`src/rtl/matriz_pkg.sv`:
```
// Shared types and default geometry for the LED matrix scanner.
package matriz_pkg;
  localparam int DEF_ROWS     = 7;
  localparam int DEF_COLS     = 5;
  localparam int DEF_SCAN_DIV = 1000;

  typedef enum logic {
    IDLE  = 1'b0,
    CLEAR = 1'b1
  } clr_state_t;
endpackage

```
`src/rtl/matriz_prescaler.sv`:
```
// Column-period prescaler: counts 0..SCAN_DIV-1 while enabled and strobes tc on the last count.
module matriz_prescaler
  import matriz_pkg::*;
#(
  parameter int SCAN_DIV = DEF_SCAN_DIV
) (
  input  logic                        clk,
  input  logic                        rst_n,
  input  logic                        en,
  output logic [$clog2(SCAN_DIV)-1:0] cnt,
  output logic                        tc
);
  localparam int              PW   = $clog2(SCAN_DIV);
  localparam logic [PW-1:0]   LAST = PW'(SCAN_DIV - 1);

  assign tc = en && (cnt == LAST);

  // NOTE: clocked state uses non-blocking assignments so every register samples pre-edge values.
  always_ff @(posedge clk or negedge rst_n) begin
    if (!rst_n) begin
      cnt <= '0;
    end else if (tc) begin
      cnt <= '0;
    end else if (en) begin
      cnt <= cnt + PW'(1);
    end
  end
endmodule

```
`src/rtl/matriz_scan.sv`:
```
// Column-multiplexed LED matrix scanner with a double-buffered frame store.
// Writes go to the back buffer; front/back exchange only at a frame wrap.
module matriz_scan
  import matriz_pkg::*;
#(
  parameter int ROWS     = DEF_ROWS,
  parameter int COLS     = DEF_COLS,
  parameter int SCAN_DIV = DEF_SCAN_DIV
) (
  input  logic                    clk,
  input  logic                    rst_n,
  input  logic                    wr_valid,
  output logic                    wr_ready,
  input  logic [$clog2(ROWS)-1:0] wr_row,
  input  logic [$clog2(COLS)-1:0] wr_col,
  input  logic                    wr_pix,
  input  logic                    clr_req,
  input  logic                    swap_req,
  output logic [ROWS-1:0]         row_n,
  output logic [COLS-1:0]         col_en,
  output logic                    frame_done,
  output logic                    wr_err
);
  localparam int            RW       = $clog2(ROWS);
  localparam int            CW       = $clog2(COLS);
  localparam int            PW       = $clog2(SCAN_DIV);
  localparam logic [CW-1:0] COL_LAST = CW'(COLS - 1);
  localparam logic [RW:0]   ROWS_W   = (RW+1)'(ROWS);
  localparam logic [CW:0]   COLS_W   = (CW+1)'(COLS);

  logic                           alive_q;  // high from the first edge after reset release
  logic [PW-1:0]                  cnt;
  logic                           tc;
  logic [CW-1:0]                  col_idx_q;
  logic                           frame_wrap, wrap_q;
  logic                           front_q, back_sel, pending_q, swap_now;
  clr_state_t                     state_q, state_d;
  logic [CW-1:0]                  clr_idx_q, clr_idx_d;
  logic                           clr_col;
  logic                           wr_acc, in_range;
  logic [1:0][COLS-1:0][ROWS-1:0] fb_q;

  matriz_prescaler #(.SCAN_DIV(SCAN_DIV)) u_prescaler (
    .clk  (clk),
    .rst_n(rst_n),
    .en   (alive_q),
    .cnt  (cnt),
    .tc   (tc)
  );

  assign back_sel   = ~front_q;
  assign frame_wrap = tc && (col_idx_q == COL_LAST);
  assign swap_now   = frame_wrap && pending_q && (state_q == IDLE);
  assign wr_ready   = alive_q && (state_q == IDLE) && !clr_req;
  assign wr_acc     = wr_valid && wr_ready;
  assign in_range   = ({1'b0, wr_row} < ROWS_W) && ({1'b0, wr_col} < COLS_W);

  // Clear sequencer: one back-buffer column per cycle; a clear request beats a same-cycle write.
  always_ff @(posedge clk or negedge rst_n) begin
    if (!rst_n) begin
      state_q   <= IDLE;
      clr_idx_q <= '0;
    end else begin
      state_q   <= state_d;
      clr_idx_q <= clr_idx_d;
    end
  end

  // NOTE: every output of this block gets a default first, so no path can infer a latch.
  always_comb begin
    state_d   = state_q;
    clr_idx_d = clr_idx_q;
    clr_col   = 1'b0;
    case (state_q)
      IDLE: begin
        if (clr_req) begin
          state_d   = CLEAR;
          clr_idx_d = '0;
        end
      end
      CLEAR: begin
        clr_col = 1'b1;
        if (clr_idx_q == COL_LAST) begin
          state_d = IDLE;
        end else begin
          clr_idx_d = clr_idx_q + CW'(1);
        end
      end
      default: state_d = IDLE;
    endcase
  end

  always_ff @(posedge clk or negedge rst_n) begin
    if (!rst_n) begin
      alive_q   <= 1'b0;
      col_idx_q <= '0;
      wrap_q    <= 1'b0;
      front_q   <= 1'b0;
      pending_q <= 1'b0;
    end else begin
      alive_q <= 1'b1;
      wrap_q  <= frame_wrap;
      if (tc) begin
        col_idx_q <= (col_idx_q == COL_LAST) ? '0 : col_idx_q + CW'(1);
      end
      front_q   <= front_q ^ swap_now;
      pending_q <= swap_now ? 1'b0 : (pending_q | swap_req);
    end
  end

  // NOTE: the frame store is reset explicitly because a reset must leave a blank display.
  always_ff @(posedge clk or negedge rst_n) begin
    if (!rst_n) begin
      fb_q <= '0;
    end else begin
      if (clr_col) begin
        fb_q[back_sel][clr_idx_q] <= '0;
      end
      if (wr_acc && in_range) begin
        fb_q[back_sel][wr_col][wr_row] <= wr_pix;
      end
    end
  end

  // Registered drive outputs; the first count of each column period is blanked against ghosting.
  always_ff @(posedge clk or negedge rst_n) begin
    if (!rst_n) begin
      row_n      <= '1;
      col_en     <= '0;
      frame_done <= 1'b0;
      wr_err     <= 1'b0;
    end else begin
      col_en     <= alive_q ? (COLS'(1) << col_idx_q) : '0;
      row_n      <= (!alive_q || (cnt == '0)) ? '1 : ~fb_q[front_q][col_idx_q];
      frame_done <= wrap_q;
      wr_err     <= wr_acc && !in_range;
    end
  end
endmodule
```
`config.mk`:
```
export PLATFORM = sky130hd
export DESIGN_NAME = matriz_scan
export DESIGN_NICKNAME = d
export VERILOG_FILES = /design/src/rtl/matriz_pkg.sv /design/src/rtl/matriz_prescaler.sv /design/src/rtl/matriz_scan.sv
export SDC_FILE = /design/constraint.sdc
export NUM_CORES = 1
export LEC_CHECK = 0
export BUFFER_PORTS_ARGS = -buffer_cell sky130_fd_sc_hd__buf_2
export CAP_MARGIN = 20
export CORE_MARGIN = 2
export CORE_UTILIZATION = 45
export DETAILED_ROUTE_END_ITERATION = 10
export MAX_ROUTING_LAYER = met4
export SETUP_SLACK_MARGIN = 0.02
export SLEW_MARGIN = 20
export SYNTH_ARGS = -nofsm -noshare
export SYNTH_HDL_FRONTEND = slang
export SYNTH_HIERARCHICAL = 1
export SYNTH_SLANG_ARGS = --single-unit
```
`constraint.sdc`:
```
create_clock -name clk -period 1.9 [get_ports clk]
set_clock_uncertainty 0.2 [all_clocks]
set_input_delay 0.19 -clock clk [delete_from_list [all_inputs] [get_ports clk]]
set_output_delay 0.19 -clock clk [all_outputs]
set_load 0.03 [all_outputs]
```
Word level (Yosys, flattened, before mapping)
Cells that the tools add are included.
{"block": "classes", "mux": 30, "bitwise_logic": 7, "multipliers": 0, "n_lt_le_gt_ge": 12, "n_addsub": 3, "shifts": 1, "reduce_logical": 21, "div_mod_pow": 0, "eq_ne": 5}
{"op": "$mux W35", "n": 4}
{"op": "$mux W70", "n": 2}
{"op": "$and A70 B70 Y70", "n": 1}
{"op": "$bwmux W70", "n": 1}
{"op": "$demux W35 S1", "n": 2}
{"op": "$not A70 Y70", "n": 1}
{"op": "$demux W7 S3", "n": 2}
{"op": "$mux W7", "n": 4}
{"op": "$bmux W7 S3", "n": 1}
{"op": "$mux W10", "n": 2}
{"op": "$lt A3 B4 Y1 const B", "n": 4}
{"op": "$logic_and A1 B1 Y1", "n": 14}
{"op": "$add A10 B1 Y10 const B", "n": 1}
{"op": "$eq A10 B10 Y1 const B", "n": 1}
{"op": "$logic_not A10 Y1", "n": 1}
{"op": "$ge A3 B1 Y1 const B", "n": 3}
{"op": "$mux W3", "n": 3}
{"op": "$not A7 Y7", "n": 1}
{"op": "$add A3 B1 Y3 const B", "n": 2}
{"op": "$eq A3 B3 Y1 const B", "n": 2}
{"op": "$lt A3 B3 Y1 const B", "n": 2}
{"op": "$pmux W3 S2", "n": 1}
{"op": "$mux W1", "n": 5}
{"op": "$mux W5", "n": 1}
{"op": "other kinds (13)", "n": 18}
{"block": "word_totals", "out_inout_bits": 15, "word_cells": 101, "romBits": 0, "regBits": 105, "latchBits": 0, "ram_bits": 0, "memories": 0}

Depth between registers and ports, before layout
Gate-level depths: netlist of run 1.
{"block": "logic_depth", "depth_word": 11, "depth_mapped": 7}

Modules after synthesis
The synthesis of run 1 kept the hierarchy.
{"mod": "matriz_scan", "area_per_inst_um2": 4949.7, "instances": 1, "cells_per_inst": 465, "seq_area_each_um2": 2386.0}
{"mod": "matriz_prescaler", "area_per_inst_um2": 513.0, "instances": 1, "cells_per_inst": 51, "seq_area_each_um2": 250.2}

Worst setup path before layout of run 1
OpenSTA, ideal clock, no wires.
{"block": "synth_timing", "path_type": "flip-flop to flip-flop", "startpoint": "register u_prescaler.cnt[0]", "endpoint": "register front_q", "required_time_ns": 1.576, "period_less_slack_ns": 1.822, "setup_ns": 0.124, "stages_incl_launch_ff": 8, "t_arrival_ns": 1.498, "path_slack_ns": 0.078, "path_cell_list": "dfrtp_1 -> ha_1 -> and3_1 -> and4_1 -> buf_2 -> and3_1 -> nand3b_1 -> xnor2_1"}
{"block": "synth_between", "elab_chain_cells": 6}
{"item": "from (decl)", "line": "matriz_prescaler.sv:10", "text": "output logic [$clog2(SCAN_DIV)-1:0] cnt,"}
{"item": "from (signal assigned)", "line": "matriz_prescaler.sv:25", "text": "cnt <= cnt + PW'(1);"}
{"item": "$eq A10 B10 Y1", "line": "matriz_prescaler.sv:16", "text": "assign tc = en && (cnt == LAST);"}
{"item": "$logic_and A1 B1 Y1", "line": "matriz_prescaler.sv:16"}
{"item": "via tc", "line": "matriz_scan.sv:33", "text": "logic tc;"}
{"item": "$logic_and A1 B1 Y1", "line": "matriz_scan.sv:52", "text": "assign frame_wrap = tc && (col_idx_q == COL_LAST);"}
{"item": "via frame_wrap", "line": "matriz_scan.sv:35", "text": "logic frame_wrap, wrap_q;"}
{"item": "$logic_and A1 B1 Y1 (2 in a row)", "line": "matriz_scan.sv:53", "text": "assign swap_now = frame_wrap && pending_q && (state_q == IDLE);"}
{"item": "$xor A1 B1 Y1", "line": "matriz_scan.sv:106", "text": "front_q <= front_q ^ swap_now;"}
{"item": "to (signal assigned)", "line": "matriz_scan.sv:106"}
{"item": "to (decl)", "line": "matriz_scan.sv:36", "text": "logic front_q, back_sel, pending_q, swap_now;"}
The timed path passes the listed nets, and every way through them passes these cells.
A chain may end at the register's enable or synchronous reset.

Worst setup path after layout of run 1
{"block": "layout_timing", "startpoint": "register front_q", "endpoint": "register fb_q[66] in the netlist's numbering"}
{"block": "layout_between", "elab_chain_cells": 10, "elab_cells_between_ends": 13}
{"item": "$not A1 Y1 (*)", "line": "matriz_scan.sv:51", "text": "assign back_sel = ~front_q;"}
{"item": "$lt A1 B2 Y1 (not written as such) / $ge A1 B1 Y1 (equally long branches)", "line": "matriz_scan.sv:117, matriz_scan.sv:120"}
{"item": "$logic_and A1 B1 Y1 (not written as such)", "line": "matriz_scan.sv:117, matriz_scan.sv:120"}
{"item": "$mux W35 (not written as such)", "line": "matriz_scan.sv:117", "text": "fb_q[back_sel][clr_idx_q] <= '0;"}
{"item": "$demux W35 S1", "line": "matriz_scan.sv:117"}
{"item": "$not A70 Y70 (no line)"}
{"item": "$and A70 B70 Y70 (no line)"}
{"item": "$mux W70", "line": "matriz_scan.sv:116", "text": "if (clr_col) begin"}
{"item": "$bwmux W70", "line": "matriz_scan.sv:120", "text": "fb_q[back_sel][wr_col][wr_row] <= wr_pix;"}
{"item": "$mux W70 (*)", "line": "matriz_scan.sv:119", "text": "if (wr_acc && in_range) begin"}
{"item": "to (signal, indexed assignment)", "line": "matriz_scan.sv:120"}
{"item": "to (decl)", "line": "matriz_scan.sv:41", "text": "logic [1:0][COLS-1:0][ROWS-1:0] fb_q;"}
Mark *: on every way between the ends. The rest lies on a longest branch, timed or not.

==> results.ini, run 1 <==
[status]
status = complete, no violations

[setup_path]
startpoint = front_q
critPathLaunchType = register
rr_startpoint = front_q
worst_setup_path_end_kind = register
arrival_ns = 1.87
critPathMaxFanout = 6
cp_slowest_stage_delay_ns = 0.51
crit_type = reg2reg
crit_required_ns = 1.92
slowest_stage = or4b_4
crit_chain = or4b_4 -> nor3_4 -> nand2_1 -> mux2i_1

[clock_network]
clkSinkCount = 105
clock_latency_ns = 0.35
cts_tree = built
max-clock-path-buffers = 2
cts_root_buf = clkbuf_16
path_clk_slew_ns = 0.07
htreeDepth = 3
cts_buffers = 9

[floorplan]
start_util_pct = 45.9
die_width_um = 114
die_h_um = 114
die_area_um2 = 13000
fp-row-count = 40
coreArea_um2 = 11900
ioPinCount = 27

[routing]
routedWlPerCell_um = 19.4
drc = 0
dr.pass1.iters = 5
drtAntennaViolNets = 0
wl_um = 14000
dr.first_iter.drc_count = 372
viasPerCell = 5.99
vias = 4334

[layout]
area_growth_pct = 19.0
drive_gt1_share_pct = 25.0
n_antenna_cell = 0
fillers = 1061
final_area_um2 = 6500
final_core_utilization_pct = 54.6
nNetsFinal = 591

[synthesis]
synthesis.area_um2 = 5460
ys_seq_area_share_pct = 48.3
syn_avg_cell_area_um2 = 10.6
netlist_instances = 516
ys_warn_count = 6
yosysTopAreaCell = dfrtp_1
dominantRegCellSynth = dfrtp_1
syn_nets = 536
netlist.area_leader.share_pct = 44.9
async_flop_share_pct = 100
yosys_register_bits = 105
synthTopCellsByArea = dfrtp_1, mux2i_1, o31ai_1
synth_cell_types = 58
synth_edf_count = 0

[global_routing]
globalRouteOverflowTotal = 0
grt_pass1_vias = 4172
grt_usage_pct = 23.4
antenna_found_initial = 0
grt_pass1_wl_um = 22800
grt_max_degree = 71

[timing]
max_freq_mhz = 539
slew_viol_final = 0
period_share_pct = 97.6
rsz0062_at_grt = yes
finalHoldViolations = 0
hold_ws_ns = 0.0110
period_needed_ns = 1.85
setup_viol = 0

[placement]
place_area_um2 = 6000
hpwlAfterDp_um = 9930
numPortBuffers = 26
finalWeightedCongestion = 0.885

[hold_path]
hold_path_class = in2reg
min-delay-start = clr_req

[flow_run]
maxCapViolations = 0

[power_and_ir_drop]
ir_drop_v = 0.000429
leakage_uw = 0.00284
p_per_area_nw_per_um2 = 873

state kept, by name (all words and copies together), names as in the netlist:
register / cells
alive_q: 1
clr_idx_q: 3
col_en: 5
col_idx_q: 3
fb_q: 70
frame_done: 1
front_q: 1
pending_q: 1
row_n: 7
state_q: 1
u_prescaler/cnt: 10
wr_err: 1
wrap_q: 1
stage by stage:
step                      worst slack [ns]  power (uW)  setup TNS (ns)  instances
after global placement              0.0247        3540               0        696
final                               0.0455        5680               0        723
after global routing               -0.0515        5950          -0.227        723
after floorplan                     0.0776        3130               0        516
after CTS                          -0.0261        5630         -0.0999        719
after detailed placement           -0.0285        3570         -0.0513        696
worst paths after layout:
check,slack [ns],depth (start not counted),end
hold reg to reg,0.15,0,frame_done
min in group asynchronous,0.17,3,u_prescaler/cnt[4]
setup / recovery,0.05,4,fb_q[66]
max in group asynchronous,1.04,3,row_n[5]
hold / removal,0.01,4,clr_idx_q[2]
setup reg to reg,0.05,4,fb_q[66]
synth_stat cells (3+ instances only):
cell type,n
dfrtp_1,98
nand2_1,66
o31ai_1,48
mux2i_1,43
o211ai_1,43
o21ai_0,31
clkbuf_1,27
nand3_1,11
nor2_1,11
o22ai_1,11
inv_1,10
ha_1,8
mux2_2,8
dfstp_2,7
o221ai_1,7
and3_1,6
buf_2,6
a21oi_1,5
nor2b_1,5
mux4_2,4
nor3_4,4
and3b_1,3
nand3b_1,3
nor3b_2,3
nor4_1,3
o311ai_0,3
xnor2_1,3
cell usage in the layout (no fill, tap or decap), drive strengths merged, types with 8 or more instances in the layout:
cell type	Yosys	routed
nand3	11	11
mux2	8	8
o31ai	48	48
nand2	66	66
clkbuf	29	11
mux2i	43	43
dfrtp	98	98
o21ai	31	31
ha	8	8
inv	11	11
o22ai	11	11
buf	8	77
nor2	11	11
o211ai	43	43
report_power, final:
group / internal [uW] / total [uW] / switching, uW
clock: 1220 / 2050 / 830
combinational: 412 / 1110 / 699
sequential: 2380 / 2510 / 130
logic make-up after synthesis:
kind of cell / share of synthesized area (%)
AND/OR/NAND/NOR: 14.7
multiplexers: 11.2
XOR/XNOR: 0.641
AO/OA/AOI/OAI: 19.6
adder cells (fa/ha/maj): 1.83
buffers and inverters: 3.76
flip-flops: 48.3
other: 0.0686
layout make-up:
class	count	area, um2	area share, %
Multi-Input combinational cell	362	2700	41.5
Sequential cell	105	2640	40.6
Timing Repair Buffer	81	608	9.35
Clock buffer	11	253	3.89
Tap cell	147	184	2.83
Clock inverter	5	77.6	1.19
Inverter	12	45.0	0.693
critical path, delay by kind of cell, from the launching register on:
kind | cells | cell delay [ns]
and+or+nand+nor | 3 | 0.92
DFF | 1 | 0.45
muxes | 1 | 0.14
timing repair:
item                       in CTS  in global routing
buffers inserted                3                  4
hold buffers                    4                  0
pin swaps                       5                  8
hold endpoints to repair      107                  0
setup endpoints to repair      23                 69
resized for setup               4                 19
metal layers:
layer,global-route usage (%),routed length [um],vias to the layer above
met2,34.4,6450,109
met4,7.24,178,0
met1,33.6,6790,2155
met5,-,0,-
li1,-,-,2058
met3,3.39,596,12
(Power assumes the default switching activity.)
==> inputs of run 2 (changes only) <==
--- a/config.mk
+++ b/config.mk
@@ -7,8 +7,9 @@
 export LEC_CHECK = 0
 export BUFFER_PORTS_ARGS = -buffer_cell sky130_fd_sc_hd__buf_2
 export CAP_MARGIN = 20
+export CORE_ASPECT_RATIO = 1.4
 export CORE_MARGIN = 2
-export CORE_UTILIZATION = 45
+export CORE_UTILIZATION = 41
 export DETAILED_ROUTE_END_ITERATION = 10
 export MAX_ROUTING_LAYER = met4
 export SETUP_SLACK_MARGIN = 0.02
==> run 2 against run 1 <==
  * The run now ends with setup timing left
  * Cell count up 5.1%
  * Flip-flop and latch count unchanged
  * Utilization is 3.9 points lower
  * Wire length up 1.7%
  * Power shrank 4.2%
  * Sequential share of layout area down 0.31 points
  * Global-route usage is 2.4 points lower
  * Non-clock buffer count is 6 higher
  * Design area rose by 0.77%
  * Die area up 9.5%
  * Critical path type unchanged
  * Highest routed layer unchanged
==> results.ini, run 2 (synthesis gave the netlist of run 1 again) <==
[setup_path]
crit_required_ns = 1.91
crit_type = reg2reg
critPathMaxFanout = 7
critPathLaunchType = register
arrival_ns = 1.92
startpoint = front_q
rr_startpoint = front_q
r2r_slack_ns = -0.01
worst_setup_path_end_kind = register

[clock_network]
clkSinkCount = 105
cts_buffers = 9
max-clock-path-buffers = 2
path_clk_slew_ns = 0.07
htreeDepth = 3
clock_latency_ns = 0.35
cts_tree = built
cts_root_buf = clkbuf_16

[routing]
vias = 4420
dr.first_iter.drc_count = 243
wl_um = 14300
dr.pass1.iters = 5
drc = 0
routedWlPerCell_um = 18.8
drtAntennaViolNets = 0
viasPerCell = 5.82

[layout]
layout_commonest_cell = dfrtp_1
area_growth_pct = 19.9
nNetsFinal = 597
n_antenna_cell = 0
top_register = fb_q
fin_cells = 760
largest_reg_flops = 70
fillers = 1151
reg.largest.list = fb_q x70, u_prescaler/cnt x10, row_n x7
mostFrequentLayoutCells = dfrtp_1, nand2_1, buf_4
drive_gt1_share_pct = 26.1

[timing]
slew_viol_final = 0
period_share_pct = 101
period_needed_ns = 1.91
setup_tns_ns = -0.0275
setup_viol = 4
finalHoldViolations = 0
hold_ws_ns = 0.00782
max_freq_mhz = 522
rsz0062_at_grt = yes
worst_slack_ns = -0.0142

[power_and_ir_drop]
p_total_uw = 5440
leakage_uw = 0.00284
p_per_area_nw_per_um2 = 830
ir_drop_v = 0.000415

[floorplan]
start_util_pct = 42.2
ioPinCount = 27
die_area_um2 = 14300
fp-row-count = 49
die_width_um = 102
die_h_um = 141
coreArea_um2 = 12900

[status]
failed_checks = setup timing
status = complete, but fails checks

[placement]
finalWeightedCongestion = 0.845
hpwlAfterDp_um = 10100
placed_cells = 731
dp_slack_ns = -0.0323
numPortBuffers = 26

[global_routing]
grt_max_degree = 45
globalRouteOverflowTotal = 0
grt_pass1_vias = 4308
grt_usage_pct = 21.0
antenna_found_initial = 0
grt_pass1_wl_um = 22600

[flow_run]
maxCapViolations = 0

[hold_path]
min-delay-start = clr_req
hold_path_class = in2reg

## run 2: cell count changes in the layout (fill, tap and decap cells not counted), moves of 3 or more
cell	delta
buf_4	+3
buf_6	+3
clkbuf_1	+3
o221ai_1	-3
o221ai_2	+3
## run 2: layout make-up
type | instances | area [um2] | area share, %
Clock inverter | 4 | 45.0 | 0.687
Tap cell | 178 | 223 | 3.40
Inverter | 12 | 45.0 | 0.687
Clock buffer | 12 | 236 | 3.61
Multi-Input combinational cell | 362 | 2720 | 41.5
Timing Repair Buffer | 87 | 644 | 9.83
Sequential cell | 105 | 2640 | 40.3
## run 2: critical path, stage by stage, from the launching register on
cell,delay (ns)
dfrtp_2,0.46
or4b_4,0.56
nor3_4,0.30
nand2_1,0.12
mux2i_1,0.14
## run 2: metal layers
layer  share of wire [%]  global-route usage, %
met2                  50                   32.3
met4                 3.9                   10.2
met3                 4.3                   2.83
met1                  42                   27.1
met5                   0                      -
## run 2: repair_timing
| item | in CTS | in global routing |
|---|---|---|
| gates resized for setup | 5 | 28 |
| hold buffers | 3 | 0 |
| pin swaps | 15 | 18 |
| endpoints found under the setup margin | 42 | 70 |
| gates cloned | 0 | 3 |
| buffers inserted | 2 | 5 |
| hold endpoints to repair | 103 | 0 |
## run 2: per-stage QoR
| stage | cell area, um2 | utilization (%) |
|---|---|---|
| 2_1_floorplan | 5460 | - |
| 6_report | 6550 | 50.7 |
| 4_1_cts | 6400 | 49.5 |
| 3_5_place_dp | 6060 | 46.8 |
| 5_1_grt | 6550 | 50.7 |
| 3_3_place_gp | 6060 | 46.8 |
## run 2: worst paths after layout
path	end	depth (start not counted)
max in group asynchronous	row_n[4]	3
worst min register to register	frame_done	0
worst max register to register	fb_q[63]	4
min in group asynchronous	fb_q[63]	2
worst max-delay path	fb_q[63]	4
worst min-delay path	clr_idx_q[2]	4
## run 2: power by group
group          total [uW]  internal (uW)  switching, uW
clock network        1810           1020            797
registers            2540           2380            160
logic                1080            396            685
==> inputs of run 3 (changes only) <==
--- a/config.mk
+++ b/config.mk
@@ -8,7 +8,7 @@
 export BUFFER_PORTS_ARGS = -buffer_cell sky130_fd_sc_hd__buf_2
 export CAP_MARGIN = 20
 export CORE_ASPECT_RATIO = 1.4
-export CORE_MARGIN = 2
+export CORE_MARGIN = 10
 export CORE_UTILIZATION = 41
 export DETAILED_ROUTE_END_ITERATION = 10
 export MAX_ROUTING_LAYER = met4
==> constraint.sdc (replaced) <==
create_clock -name clk -period 1.55 [get_ports clk]
set_clock_uncertainty 0.2 [all_clocks]
set_input_delay 0.0775 -clock clk [delete_from_list [all_inputs] [get_ports clk]]
set_output_delay 0.0775 -clock clk [all_outputs]
set_load 0.03 [all_outputs]
==> run 3 against run 2 <==
  * Largest power group unchanged
  * Critical path depth unchanged
  * Setup slack lost 0.29 ns
  * The run ends with hold timing, setup timing left
  * Hold slack worse by 0.011 ns
==> results.ini, run 3 (synthesis gave the netlist of run 1 again) <==
[status]
status = complete, but fails checks
failed_checks = hold timing, setup timing

[routing]
routedWlPerCell_um = 20.1
vias = 4612
dr.pass1.iters = 5
drc = 0
viasPerCell = 5.74
dr.first_iter.drc_count = 435
drtAntennaViolNets = 0
wl_um = 16200

[layout]
top_register = fb_q
area_growth_pct = 35.8
final_core_utilization_pct = 57.4
mostFrequentLayoutCells = dfrtp_1, buf_4, nand2_1
drive_gt1_share_pct = 37.6
reg.largest.list = fb_q x70, u_prescaler/cnt x10, row_n x7
nNetsFinal = 640
layout_commonest_cell = dfrtp_1
n_antenna_cell = 0
largest_reg_flops = 70

[power_and_ir_drop]
p_per_area_nw_per_um2 = 1010
leakage_uw = 0.00321
ir_drop_v = 0.000605

[setup_path]
reg2reg_to = fb_q[67]
rr_startpoint = front_q
worst_setup_path_end_kind = register
crit_type = reg2reg
r2r_slack_ns = -0.31
startpoint = front_q
critPathLaunchType = register
critPathMaxFanout = 6
crit_required_ns = 1.59
rr_worst_depth = 4
arrival_ns = 1.89
endpoint = fb_q[67]

[timing]
tightest_slew_ns = 0.584
hold_ws_ns = -0.00363
setup_viol = 84
worst_slack_ns = -0.306
slew_viol_final = 0
slew_headroom_pct = 60.9
max_freq_mhz = 539
finalHoldViolations = 1
period_needed_ns = 1.86
rsz0062_at_grt = yes
setup_tns_ns = -16.78
period_share_pct = 120

[floorplan]
die_width_um = 118
die_h_um = 157
coreArea_um2 = 12900
die_area_um2 = 18400
start_util_pct = 42.2
fp-row-count = 49
ioPinCount = 27

[clock_network]
cts_tree = built
path_clk_slew_ns = 0.07
htreeDepth = 3
clock_latency_ns = 0.36
cts_root_buf = clkbuf_16
clkSinkCount = 105
ctsHoldBuffers = 8
max-clock-path-buffers = 2
cts_buffers = 9

[global_routing]
globalRouteOverflowTotal = 0
grt_pass1_vias = 4693
grt_usage_pct = 17.8
grt_max_degree = 39
antenna_found_initial = 0
grt_pass1_wl_um = 25600

[placement]
hpwlAfterDp_um = 11300
numPortBuffers = 26
finalWeightedCongestion = 0.844

[hold_path]
hold_path_class = in2reg

[flow_run]
maxCapViolations = 0

==> run 3: changes by cell type in the layout (fill, tap and decap cells not counted), moves of 4 or more <==
cell	delta
buf_4	+14
nand2_1	-11
buf_6	+14
o31ai_1	-6
nand2_8	+4
o31ai_2	+6
nand2_4	+8
buf_12	+8
dlygate4sd3_1	+5
==> run 3: stage by stage <==
step	setup slack (ns)	std cells	area (um2)	hold slack, ns	power, uW
2_1_floorplan	-0.213	516	5660	-0.418	3910
6_report	-0.306	803	7420	-0.00363	7500
4_1_cts	-0.306	794	7150	-0.0111	7360
5_1_grt	-0.367	803	7420	-0.00764	7810
3_3_place_gp	-0.334	763	6440	-0.151	4640
3_5_place_dp	-0.349	763	6440	-0.150	4680
==> run 3: worst min-delay path by stage <==
stage / from / endpoint / slack, ns / depth (start not counted)
after floorplan: rst_n / alive_q / -0.42 / 0
after global placement: rst_n / fb_q[30] / -0.15 / 1
after detailed placement: rst_n / fb_q[30] / -0.15 / 1
after CTS: wr_valid / wr_err / -0.01 / 4
after global routing: wr_valid / wr_err / -0.008 / 4
final: wr_valid / wr_err / -0.004 / 4
==> run 3: final cells by class <==
type	count	area (um2)
fillers	1085	5520
multi-input cells	363	3040
flip-flops and latches	105	2640
repair buffers	129	1150
clock buffers	11	243
well taps	178	223
clock inverters	5	80.1
inverters	12	45.0
==> run 3: repair_timing <==
action,4_1_cts,5_1_grt
resized for setup,61,39
endpoints found under the hold margin,114,1
pin swaps,14,15
cloned,0,3
endpoints found under the setup margin,87,91
setup buffers,7,8
==> run 3: metal layers <==
| layer | global-route usage, % | vias to the layer above | share of wire, % |
|---|---|---|---|
| met5 | - | - | 0 |
| met2 | 31.3 | 88 | 52 |
| met3 | 2.56 | 28 | 3.5 |
| met4 | 6.73 | 0 | 3.0 |
| met1 | 20.3 | 2328 | 42 |
| li1 | - | 2168 | - |
==> run 3: power breakdown <==
group	total (uW)	leakage, uW	internal [uW]	switching [uW]
Clock	2490	0.000152	1460	1030
Combinational	1950	0.00172	835	1110
Sequential	3060	0.00135	2930	138
Total	7500	0.00321	5220	2280
==> run 3: worst max-delay path, stage by stage (launching register included) <==
cell	delay, ns
dfrtp_2	0.48
or4b_4	0.55
nor3_4	0.26
nand2_1	0.12
mux2i_1	0.13
